**config.mk**
```make
export PLATFORM = sky130hd
export DESIGN_NAME = alu_issue_ctrl_flat
export DESIGN_NICKNAME = d
export VERILOG_FILES = /design/src/rtl/alu_issue_ctrl_if.sv /design/src/rtl/alu_issue_ctrl.sv /design/src/flat_wrapper.sv
export SDC_FILE = /design/constraint.sdc
export NUM_CORES = 1
export LEC_CHECK = 0
export CAP_MARGIN = 5
export CORE_MARGIN = 2
export CORE_UTILIZATION = 34
export CTS_CLUSTER_DIAMETER = 60
export DETAILED_ROUTE_END_ITERATION = 7
export GPL_TIMING_DRIVEN = 0
export PLACE_DENSITY_LB_ADDON = 0.15
export SYNTH_ARGS = -nofsm -noshare
export SYNTH_HDL_FRONTEND = slang
export SYNTH_SLANG_ARGS = --single-unit
```
**constraint.sdc**
```tcl
create_clock -name clk -period 3.9 [get_ports clk]
set_clock_uncertainty 0.2 [all_clocks]
set_input_delay 0.39 -clock clk [delete_from_list [all_inputs] [get_ports clk]]
set_output_delay 0.39 -clock clk [all_outputs]
set_load 0.02 [all_outputs]
```
**src/rtl/alu_issue_ctrl_if.sv**
```systemverilog
// rtl/alu_issue_ctrl_if.sv - request, response and ALU-side signal bundle for alu_issue_ctrl
interface alu_issue_ctrl_if #(
  parameter int TAG_W = 4
);
  logic              req0_valid;
  logic              req0_ready;
  logic [31:0]       req0_a;
  logic [31:0]       req0_b;
  logic [4:0]        req0_opcode;
  logic [TAG_W-1:0]  req0_tag;

  logic              req1_valid;
  logic              req1_ready;
  logic [31:0]       req1_a;
  logic [31:0]       req1_b;
  logic [4:0]        req1_opcode;
  logic [TAG_W-1:0]  req1_tag;

  logic              rsp_valid;
  logic              rsp_ready;
  logic              rsp_id;
  logic [TAG_W-1:0]  rsp_tag;
  logic [31:0]       rsp_result;
  logic              rsp_flag;
  logic              rsp_err;

  logic [31:0]       alu_a;
  logic [31:0]       alu_b;
  logic [4:0]        alu_opcode;
  logic              alu_start;
  logic [31:0]       alu_result;
  logic              alu_flag;
  logic              alu_valid;

  // slave is the issue controller; master is the requesters, consumer and ALU
  modport slave (
    input  req0_valid, req0_a, req0_b, req0_opcode, req0_tag,
    output req0_ready,
    input  req1_valid, req1_a, req1_b, req1_opcode, req1_tag,
    output req1_ready,
    output rsp_valid, rsp_id, rsp_tag, rsp_result, rsp_flag, rsp_err,
    input  rsp_ready,
    output alu_a, alu_b, alu_opcode, alu_start,
    input  alu_result, alu_flag, alu_valid
  );

  modport master (
    output req0_valid, req0_a, req0_b, req0_opcode, req0_tag,
    input  req0_ready,
    output req1_valid, req1_a, req1_b, req1_opcode, req1_tag,
    input  req1_ready,
    input  rsp_valid, rsp_id, rsp_tag, rsp_result, rsp_flag, rsp_err,
    output rsp_ready,
    input  alu_a, alu_b, alu_opcode, alu_start,
    output alu_result, alu_flag, alu_valid
  );
endinterface

```
**src/rtl/alu_issue_ctrl.sv**
```systemverilog
// rtl/alu_issue_ctrl.sv - round-robin issue of two requesters onto one shared integer ALU
module alu_issue_ctrl #(
  parameter int TAG_W   = 4,
  parameter int TIMEOUT = 64
) (
  input  logic             clk,
  input  logic             rst,
  alu_issue_ctrl_if.slave  bus,
  output logic             busy
);

  localparam int         CNT_W   = $clog2(TIMEOUT) + 1;
  localparam logic [4:0] OP_MAX  = 5'h15;
  localparam logic [4:0] CMP_LO  = 5'h10;
  localparam logic [CNT_W-1:0] CNT_LAST = CNT_W'(TIMEOUT - 1);

  typedef enum logic [1:0] {
    IDLE = 2'd0,
    EXEC = 2'd1,
    WAIT = 2'd2,
    RESP = 2'd3
  } state_t;

  state_t            state;
  state_t            state_nxt;

  logic              last_grant;
  logic [CNT_W-1:0]  cnt;

  logic [31:0]       lat_a;
  logic [31:0]       lat_b;
  logic [4:0]        lat_op;
  logic [TAG_W-1:0]  lat_tag;
  logic              lat_id;

  logic [31:0]       res_q;
  logic              flag_q;
  logic              err_q;

  logic              grant_any;
  logic              grant_id;
  logic [31:0]       sel_a;
  logic [31:0]       sel_b;
  logic [4:0]        sel_op;
  logic [TAG_W-1:0]  sel_tag;
  logic              sel_legal;
  logic              lat_is_cmp;

  logic              accept;
  logic              capture;
  logic              set_err;
  logic              cnt_clr;
  logic              cnt_inc;

  // Round-robin: on contention the requester that did not win last time goes next
  always_comb begin
    grant_any = bus.req0_valid | bus.req1_valid;
    grant_id  = 1'b0;
    if (bus.req0_valid && bus.req1_valid) begin
      grant_id = ~last_grant;
    end else begin
      grant_id = bus.req1_valid;
    end
  end

  always_comb begin
    sel_a     = grant_id ? bus.req1_a      : bus.req0_a;
    sel_b     = grant_id ? bus.req1_b      : bus.req0_b;
    sel_op    = grant_id ? bus.req1_opcode : bus.req0_opcode;
    sel_tag   = grant_id ? bus.req1_tag    : bus.req0_tag;
    sel_legal = (sel_op <= OP_MAX);
  end

  assign lat_is_cmp = (lat_op >= CMP_LO) && (lat_op <= OP_MAX);

  always_ff @(posedge clk or posedge rst) begin
    if (rst) begin
      state <= IDLE;
    end else begin
      state <= state_nxt;
    end
  end

  always_comb begin
    state_nxt = state;
    accept    = 1'b0;
    capture   = 1'b0;
    set_err   = 1'b0;
    cnt_clr   = 1'b0;
    cnt_inc   = 1'b0;
    unique case (state)
      IDLE: begin
        if (grant_any) begin
          accept    = 1'b1;
          set_err   = ~sel_legal;
          state_nxt = sel_legal ? EXEC : RESP;
        end
      end
      EXEC: begin
        if (bus.alu_valid) begin
          capture   = 1'b1;
          state_nxt = RESP;
        end else begin
          cnt_clr   = 1'b1;
          state_nxt = WAIT;
        end
      end
      WAIT: begin
        // a result arriving on the last allowed cycle beats the timeout
        if (bus.alu_valid) begin
          capture   = 1'b1;
          state_nxt = RESP;
        end else if (cnt == CNT_LAST) begin
          set_err   = 1'b1;
          state_nxt = RESP;
        end else begin
          cnt_inc   = 1'b1;
        end
      end
      RESP: begin
        if (bus.rsp_ready) begin
          state_nxt = IDLE;
        end
      end
      default: state_nxt = IDLE;
    endcase
  end

  always_ff @(posedge clk or posedge rst) begin
    if (rst) begin
      last_grant <= 1'b1;
      cnt        <= '0;
      lat_a      <= '0;
      lat_b      <= '0;
      lat_op     <= '0;
      lat_tag    <= '0;
      lat_id     <= 1'b0;
      res_q      <= '0;
      flag_q     <= 1'b0;
      err_q      <= 1'b0;
    end else begin
      if (accept) begin
        last_grant <= grant_id;
        lat_a      <= sel_a;
        lat_b      <= sel_b;
        lat_op     <= sel_op;
        lat_tag    <= sel_tag;
        lat_id     <= grant_id;
      end
      if (cnt_clr) begin
        cnt <= '0;
      end else if (cnt_inc) begin
        cnt <= cnt + 1'b1;
      end
      if (capture) begin
        res_q  <= bus.alu_result;
        flag_q <= lat_is_cmp & bus.alu_flag;
        err_q  <= 1'b0;
      end else if (set_err) begin
        res_q  <= '0;
        flag_q <= 1'b0;
        err_q  <= 1'b1;
      end
    end
  end

  // ready is combinational but must read 0 while reset is held
  assign bus.req0_ready = accept & ~grant_id & ~rst;
  assign bus.req1_ready = accept &  grant_id & ~rst;

  assign bus.alu_a      = lat_a;
  assign bus.alu_b      = lat_b;
  assign bus.alu_opcode = lat_op;
  assign bus.alu_start  = (state == EXEC);

  assign bus.rsp_valid  = (state == RESP);
  assign bus.rsp_id     = lat_id;
  assign bus.rsp_tag    = lat_tag;
  assign bus.rsp_result = res_q;
  assign bus.rsp_flag   = flag_q;
  assign bus.rsp_err    = err_q;

  assign busy = (state != IDLE);

endmodule

```
**src/flat_wrapper.sv**
```systemverilog
// flat-port wrapper written by rule: the top's interface ports become plain ports
module alu_issue_ctrl_flat 
#(
  parameter int TAG_W   = 4,
  parameter int TIMEOUT = 64
)
  (clk, rst, busy, bus_req0_valid, bus_req0_a, bus_req0_b, bus_req0_opcode, bus_req0_tag, bus_req0_ready, bus_req1_valid, bus_req1_a, bus_req1_b, bus_req1_opcode, bus_req1_tag, bus_req1_ready, bus_rsp_valid, bus_rsp_id, bus_rsp_tag, bus_rsp_result, bus_rsp_flag, bus_rsp_err, bus_rsp_ready, bus_alu_a, bus_alu_b, bus_alu_opcode, bus_alu_start, bus_alu_result, bus_alu_flag, bus_alu_valid);
  alu_issue_ctrl_if #(.TAG_W(TAG_W)) bus_i ();
  input  logic clk;
  input  logic rst;
  output logic busy;
  input wire logic [$bits(bus_i.req0_valid)-1:0] bus_req0_valid;
  input wire logic [$bits(bus_i.req0_a)-1:0] bus_req0_a;
  input wire logic [$bits(bus_i.req0_b)-1:0] bus_req0_b;
  input wire logic [$bits(bus_i.req0_opcode)-1:0] bus_req0_opcode;
  input wire logic [$bits(bus_i.req0_tag)-1:0] bus_req0_tag;
  output wire logic [$bits(bus_i.req0_ready)-1:0] bus_req0_ready;
  input wire logic [$bits(bus_i.req1_valid)-1:0] bus_req1_valid;
  input wire logic [$bits(bus_i.req1_a)-1:0] bus_req1_a;
  input wire logic [$bits(bus_i.req1_b)-1:0] bus_req1_b;
  input wire logic [$bits(bus_i.req1_opcode)-1:0] bus_req1_opcode;
  input wire logic [$bits(bus_i.req1_tag)-1:0] bus_req1_tag;
  output wire logic [$bits(bus_i.req1_ready)-1:0] bus_req1_ready;
  output wire logic [$bits(bus_i.rsp_valid)-1:0] bus_rsp_valid;
  output wire logic [$bits(bus_i.rsp_id)-1:0] bus_rsp_id;
  output wire logic [$bits(bus_i.rsp_tag)-1:0] bus_rsp_tag;
  output wire logic [$bits(bus_i.rsp_result)-1:0] bus_rsp_result;
  output wire logic [$bits(bus_i.rsp_flag)-1:0] bus_rsp_flag;
  output wire logic [$bits(bus_i.rsp_err)-1:0] bus_rsp_err;
  input wire logic [$bits(bus_i.rsp_ready)-1:0] bus_rsp_ready;
  output wire logic [$bits(bus_i.alu_a)-1:0] bus_alu_a;
  output wire logic [$bits(bus_i.alu_b)-1:0] bus_alu_b;
  output wire logic [$bits(bus_i.alu_opcode)-1:0] bus_alu_opcode;
  output wire logic [$bits(bus_i.alu_start)-1:0] bus_alu_start;
  input wire logic [$bits(bus_i.alu_result)-1:0] bus_alu_result;
  input wire logic [$bits(bus_i.alu_flag)-1:0] bus_alu_flag;
  input wire logic [$bits(bus_i.alu_valid)-1:0] bus_alu_valid;
  assign bus_i.req0_valid = bus_req0_valid;
  assign bus_i.req0_a = bus_req0_a;
  assign bus_i.req0_b = bus_req0_b;
  assign bus_i.req0_opcode = bus_req0_opcode;
  assign bus_i.req0_tag = bus_req0_tag;
  assign bus_req0_ready = bus_i.req0_ready;
  assign bus_i.req1_valid = bus_req1_valid;
  assign bus_i.req1_a = bus_req1_a;
  assign bus_i.req1_b = bus_req1_b;
  assign bus_i.req1_opcode = bus_req1_opcode;
  assign bus_i.req1_tag = bus_req1_tag;
  assign bus_req1_ready = bus_i.req1_ready;
  assign bus_rsp_valid = bus_i.rsp_valid;
  assign bus_rsp_id = bus_i.rsp_id;
  assign bus_rsp_tag = bus_i.rsp_tag;
  assign bus_rsp_result = bus_i.rsp_result;
  assign bus_rsp_flag = bus_i.rsp_flag;
  assign bus_rsp_err = bus_i.rsp_err;
  assign bus_i.rsp_ready = bus_rsp_ready;
  assign bus_alu_a = bus_i.alu_a;
  assign bus_alu_b = bus_i.alu_b;
  assign bus_alu_opcode = bus_i.alu_opcode;
  assign bus_alu_start = bus_i.alu_start;
  assign bus_i.alu_result = bus_alu_result;
  assign bus_i.alu_flag = bus_alu_flag;
  assign bus_i.alu_valid = bus_alu_valid;
  alu_issue_ctrl #(.TAG_W(TAG_W), .TIMEOUT(TIMEOUT)) u_core (.clk(clk), .rst(rst), .bus(bus_i), .busy(busy));
endmodule
```
==> flow_summary_export.csv, run 1 <==
group,metric,value,unit
final_layout,diodes,0,
sta,fmax,304,MHz
final_layout,layout.cells.non_filler,952,
worst_hold_path,hold_path.class,"input port to async pin",
placement,portBuffers,296,
floorplanning,die_h,127,µm
yosys,syn_area_per_cell,11.6,µm²
yosys,synth_top_family_by_area,"compound AO/OA/AOI/OAI gates",
power,total_power,7.25,mW
yosys,ys_warn_count,0,
power,p_leak,4.13,nW
yosys,synth_edf_count,0,
detailed_routing,wirelength,18400,µm
floorplanning,rows,44,
yosys,synth-seq-cells,118,
yosys,synth_mux_area_share,1.39,%
yosys,yosys.area.top_type,"dfrtp_1",
floorplanning,start_util,35.0,%
clock_tree,post_cts_resized,0,
clock_tree,htreeDepth,4,
worst_setup_path,critPathRequiredTime,3.31,ns
floorplanning,fp.dieW,127,µm
run_status,outcome,"complete, no violations",
yosys,synth_top_area_share,57.1,%
yosys,synth_compound_area_share,22.6,%
sta,worst_slew_pin_slew,0.631,ns
final_layout,area_delta_synth_final,73.7,%
yosys,synthAdderAreaFrac,1.22,%
detailed_routing,antenna_left,0,
final_layout,nFillCells,1229,
worst_setup_path,critPathLaunchType,"register",
clock_tree,cts_made_buffers,17,
power,swShare,37.5,%
sta,period_minus_slack,3.29,ns
clock_tree,clk_path_buf_depth,2,
final_layout,regArea,2950,µm²
clock_tree,clkSlewWorstSetupHoldPaths,0.05,ns
clock_tree,cts_tree,"yes",
power,p_seq_share,29.5,%
clock_tree,cts_setup_buffers,0,
global_route,grt_overflow,0,
global_route,grtUsageTotal,22.6,%
worst_setup_path,max_stage_delay,0.65,ns
worst_setup_path,cp.arrival,2.70,ns
power,p_per_area,815,nW/µm²
power,ir_drop,393,µV
placement,dp.cells,923,
global_route,antenna_found_initial,0,
sta,final_max_slew_viol_count,0,
yosys,syn_inst,442,
detailed_routing,viasPerCell,5.27,
yosys,synth_xor_xnor_area_share,0.513,%
global_route,grt_pass1_vias,5240,
worst_setup_path,worstPathMaxFanout,10,
floorplanning,io_pins,298,
global_route,grt_first_pass_wirelength,27900,µm
power,power.internal,4.54,mW
yosys,syn_nets,632,
yosys,syn_area,5120,µm²
worst_setup_path,crit_type,"register to primary output",
yosys,synth_most_common_cell,"dfrtp_1",
power,power.switching,2.72,mW
sta,setup_viol,0,
detailed_routing,first_iter_violations,499,
final_layout,post-route-util,60.8,%
placement,hpwl,14100,µm
sta,hold_ws,0.277,ns
detailed_routing,vias,5021,
worst_setup_path,crit_path_top_delay_cell,"clkdlybuf4s50_1",
sta,finalHoldViolCount,0,
yosys,synth-main-ff-cell,"dfrtp_1",
clock_tree,cts_root_buf,"clkbuf_16",
worst_setup_path,crit_chain,"inv_1 -> ha_1 -> o21ai_2 -> clkbuf_1 -> nor3_1 -> clkdlybuf4s50_1",
final_layout,layout-drive-gt1-share,6.25,%
final_layout,nets,948,
yosys,seq_area_frac_synth,57.6,%
floorplanning,core-area,14600,µm²
yosys,yosysUniqueCellTypes,41,
yosys,synth-simple-area-share,7.64,%
clock_tree,insertion_delay,0.40,ns
floorplanning,die_area,16100,µm²
placement,gp_congestion,0.813,
sta,grt_setup_unrepaired,"false",
final_layout,multi_input_area,1710,µm²
sta,slew_headroom,57.8,%
global_route,grt_max_degree,63,
flow_run,maxCapViolCount,0,
sta,min_period_over_period,84.2,%
detailed_routing,drc,0,
power,clockPowerShare,20.1,%
yosys,async_flop_share,100,%
sta,fin_tns_setup,0,ns
yosys,synthTopCellsByCount,"dfrtp_1 (117), inv_1 (74), a222oi_1 (68), a31o_1 (33), and3_1 (33)",
worst_setup_path,end_kind,"primary output",
detailed_routing,drtPass1Iterations,8,
yosys,netlist_top_cells_area,"dfrtp_1 (57%), a222oi_1 (13%), a31o_1 (5.6%)",
clock_tree,ctsHoldBuffers,0,
detailed_routing,routedWlPerCell,19.4,µm
power,combPwrFrac,50.4,%
clock_tree,cts_sinks,118,
==> kinds of logic (layout without fill, tap and decap cells) <==
logic type,Yosys count,count (layout)
AO/OA/AOI/OAI,127,127
XOR/XNOR,3,3
adder cells (fa/ha/maj),5,5
buffers and inverters,112,438
flip-flops,118,118
multiplexers,7,7
AND/OR/NAND/NOR,70,70
==> power groups by stage <==
stage | Combinational [mW] | Sequential [mW] | Clock, mW
after floorplan | 1.32 | 2.75 | 0
after global placement | 3.60 | 2.12 | 0
after detailed placement | 3.66 | 2.15 | 0
after CTS | 3.68 | 2.14 | 1.49
after global routing | 3.90 | 2.20 | 1.55
final | 3.66 | 2.14 | 1.46
==> critical path: cells and delay by family (launching register included) <==
kind,cells,cell delay [ns]
adders and majority gates,1,0.31
AOI/OAI and AO/OA,1,0.22
buffers and inverters,3,1.08
and+or+nand+nor,1,0.25
DFF,1,0.42
==> path summary, 6_finish.rpt <==
kind                       slack (ns)                    to         startpoint  depth (start not counted)
max                              0.61        bus_req0_ready    u_core.state[0]                          6
min                              0.28       u_core.state[1]                rst                          2
max reg2reg                      1.34   u_core.bus.alu_b[0]    u_core.state[0]                          8
min reg2reg                      0.28     u_core.bus.rsp_id  u_core.bus.rsp_id                          1
max in group asynchronous        2.52  u_core.bus.alu_a[19]                rst                          3
min in group clk                 0.28     u_core.bus.rsp_id  u_core.bus.rsp_id                          1
==> sequential cells by signal, indices dropped and copies added, names as in the netlist <==
register / flops
u_core.bus.rsp_result: 32
u_core.state: 2
u_core.bus.rsp_tag: 4
u_core.last_grant: 1
u_core.bus.rsp_id: 1
u_core.bus.alu_a: 32
u_core.bus.alu_b: 32
u_core.cnt: 7
u_core.bus.rsp_err: 1
u_core.bus.rsp_flag: 1
u_core.bus.alu_opcode: 5
==> per-stage QoR <==
stage,cell area [µm²],setup slack (ns)
2_1_floorplan,5120,0.183
3_3_place_gp,8320,-1.66
3_5_place_dp,8350,0.824
4_1_cts,8900,0.644
5_1_grt,8900,0.490
6_report,8900,0.615
==> per-layer routing <==
layer	track usage (%)	up-vias	share of wire, %
met3	7.76	21	8.7
met1	25.1	2445	38
met2	40.7	247	52
met4	7.30	0	1.6
li1	-	2308	-
met5	0	-	0
==> layout by cell type (no fill, tap or decap), types with 5 or more instances in the layout <==
cell type | netlist | layout
a31o_1 | 33 | 33
dfrtp_1 | 117 | 117
a222oi_1 | 68 | 68
nor2_1 | 8 | 8
clkbuf_1 | 23 | 26
clkdlybuf4s50_1 | 0 | 296
ha_1 | 5 | 5
nand2_1 | 11 | 11
clkbuf_8 | 0 | 5
mux2i_1 | 6 | 6
inv_1 | 74 | 73
and3_1 | 33 | 33
buf_2 | 10 | 10
clkbuf_16 | 0 | 17
==> layout make-up <==
| type | instances | share of cell area [%] |
|---|---|---|
| clock inverters | 4 | 0.506 |
| clock buffers | 25 | 5.68 |
| well taps | 184 | 2.59 |
| flip-flops and latches | 118 | 33.2 |
| plain buffers | 37 | 2.00 |
| repair buffers | 297 | 33.6 |
| multi-input cells | 212 | 19.2 |
| inverters | 75 | 3.22 |
Note: power is estimated with default switching activity, not from simulation.
==> inputs of run 2 (changes only) <==
Clock period 3.9 ns to 2.7 ns, I/O delays scaled along.
==> run 2 against run 1 <==
Net effect: via count grew 1.5%; die area is the same; combinational power grew 44%; clock power grew 68%; register-to-register slack lost 1.1 ns; hold slack lost 0.13 ns; clock-buffer cell count shrank 3; sequential share of layout area shrank 0.47 points; final cell count grew 0.42%; flip-flop and latch count is the same; power grew 49%; critical endpoint unchanged; largest cell class unchanged.
==> flow_summary_export.csv, run 2 (synthesis results as in run 1) <==
group,metric,value,unit
sta,final_max_slew_viol_count,0,
placement,hpwl,14200,µm
sta,min_period_over_period,92.9,%
floorplanning,io_pins,298,
global_route,grt_first_pass_wirelength,28500,µm
worst_setup_path,end_kind,"primary output",
worst_setup_path,rrSetupSlack,0.24,ns
final_layout,area_delta_synth_final,76.2,%
worst_setup_path,r2r_start,"u_core.state[0]",
sta,period_minus_slack,2.51,ns
power,p_seq_share,28.6,%
clock_tree,cts_tree,"yes",
power,swShare,36.5,%
clock_tree,cts_sinks,118,
worst_hold_path,hold_path.class,"input port to async pin",
detailed_routing,viasPerCell,5.33,
final_layout,final_cell_mix,"clkdlybuf4s50_1 (294), dfrtp_1 (117), inv_1 (73)",
power,clockPowerShare,22.7,%
floorplanning,die_area,16100,µm²
final_layout,layout-drive-gt1-share,6.99,%
run_status,outcome,"complete, no violations",
worst_setup_path,critPathLaunchType,"register",
global_route,grt_overflow,0,
power,combPwrFrac,48.7,%
sta,slew_headroom,61.1,%
floorplanning,core-area,14600,µm²
clock_tree,htreeDepth,4,
power,p_leak,4.21,nW
floorplanning,rows,44,
detailed_routing,drtPass1Iterations,8,
clock_tree,cts_root_buf,"clkbuf_16",
detailed_routing,routedWlPerCell,19.2,µm
clock_tree,insertion_delay,0.40,ns
placement,gp_congestion,0.816,
sta,hold_ws,0.150,ns
floorplanning,start_util,35.0,%
placement,portBuffers,296,
global_route,grt_max_degree,41,
detailed_routing,wirelength,18400,µm
clock_tree,clk_path_buf_depth,2,
worst_setup_path,worstPathMaxFanout,18,
worst_setup_path,critPathRequiredTime,2.23,ns
global_route,grtUsageTotal,22.9,%
worst_setup_path,cp.arrival,2.04,ns
sta,worst_slew_pin_slew,0.581,ns
sta,fmax,399,MHz
floorplanning,fp.dieW,127,µm
sta,grt_setup_unrepaired,"false",
sta,setup_viol,0,
sta,finalHoldViolCount,0,
placement,place_ws,-0.182,ns
detailed_routing,antenna_left,0,
power,power.internal,6.87,mW
detailed_routing,first_iter_violations,511,
detailed_routing,vias,5094,
power,ir_drop,585,µV
final_layout,layout_commonest_cell,"clkdlybuf4s50_1",
global_route,antenna_found_initial,0,
final_layout,nets,949,
flow_run,maxCapViolCount,0,
clock_tree,ctsHoldBuffers,0,
worst_setup_path,crit_start,"u_core.state[0]",
detailed_routing,drc,0,
clock_tree,clkSlewWorstSetupHoldPaths,0.05,ns
final_layout,post-route-util,61.7,%
final_layout,nFillCells,1188,
power,total_power,10.8,mW
sta,layout_setup_ws,0.192,ns
worst_setup_path,crit_type,"register to primary output",
power,power.switching,3.94,mW
clock_tree,cts_made_buffers,17,
final_layout,diodes,0,
power,p_per_area,1200,nW/µm²
global_route,grt_pass1_vias,5394,
clock_tree,cts_setup_buffers,0,
floorplanning,die_h,127,µm
==> run 2: timing repair <==
action | 4_1_cts | 5_1_grt
hold endpoints to repair | 0 | 0
pin swaps | 0 | 0
setup endpoints to repair | 1 | 1
resized for setup | 3 | 1
==> run 2: power groups by stage <==
| stage | clock network [mW] | registers (mW) | logic (mW) |
|---|---|---|---|
| 2_1_floorplan | 0 | 3.97 | 1.90 |
| 3_3_place_gp | 0 | 3.07 | 5.19 |
| 3_5_place_dp | 0 | 3.10 | 5.29 |
| 4_1_cts | 2.50 | 3.09 | 5.32 |
| 5_1_grt | 2.59 | 3.19 | 5.65 |
| 6_report | 2.46 | 3.10 | 5.26 |
==> run 2: area by class of cell <==
cell class	instances	area [µm²]	area share (%)
Clock inverter	10	175	1.94
Buffer	36	174	1.93
Sequential cell	118	2950	32.7
Tap cell	184	230	2.55
Inverter	75	285	3.16
Multi-Input combinational cell	212	1720	19.1
Timing Repair Buffer	299	3020	33.5
Clock buffer	22	464	5.14
==> run 2: metal layers <==
metal / track usage (%) / share of wire [%] / wire [µm] / up-vias
li1: - / - / - / 2304
met1: 25.3 / 37 / 6870 / 2530
met2: 41.5 / 52 / 9630 / 233
met3: 7.47 / 8.3 / 1520 / 27
met4: 7.82 / 1.8 / 339 / 0
met5: 0 / 0 / 0 / -
==> run 2: worst paths after layout <==
kind / to / cells after the start
worst max-delay path: bus_req0_ready / 5
worst min-delay path: u_core.bus.alu_a[10] / 2
worst max register to register: u_core.bus.alu_a[29] / 8
worst min register to register: u_core.bus.rsp_id / 1
max in group asynchronous: u_core.bus.rsp_result[10] / 5
min in group clk: u_core.bus.alu_a[4] / 3
==> run 2: through the flow <==
| stage | TNS [ns] | std cells | cell area [µm²] |
|---|---|---|---|
| 6_report | 0 | 956 | 9030 |
| 5_1_grt | 0 | 956 | 9030 |
| 4_1_cts | 0 | 956 | 9030 |
| 3_5_place_dp | -0.182 | 925 | 8380 |
| 3_3_place_gp | -45.28 | 922 | 8320 |
| 2_1_floorplan | 0 | 442 | 5130 |
==> run 2: critical path, cell delays in order (launching register included) <==
cell           delay [ns]
dfrtp_1              0.44
inv_1                0.13
ha_2                 0.28
o21ai_4              0.19
nor3_1               0.21
dlygate4sd2_1        0.38
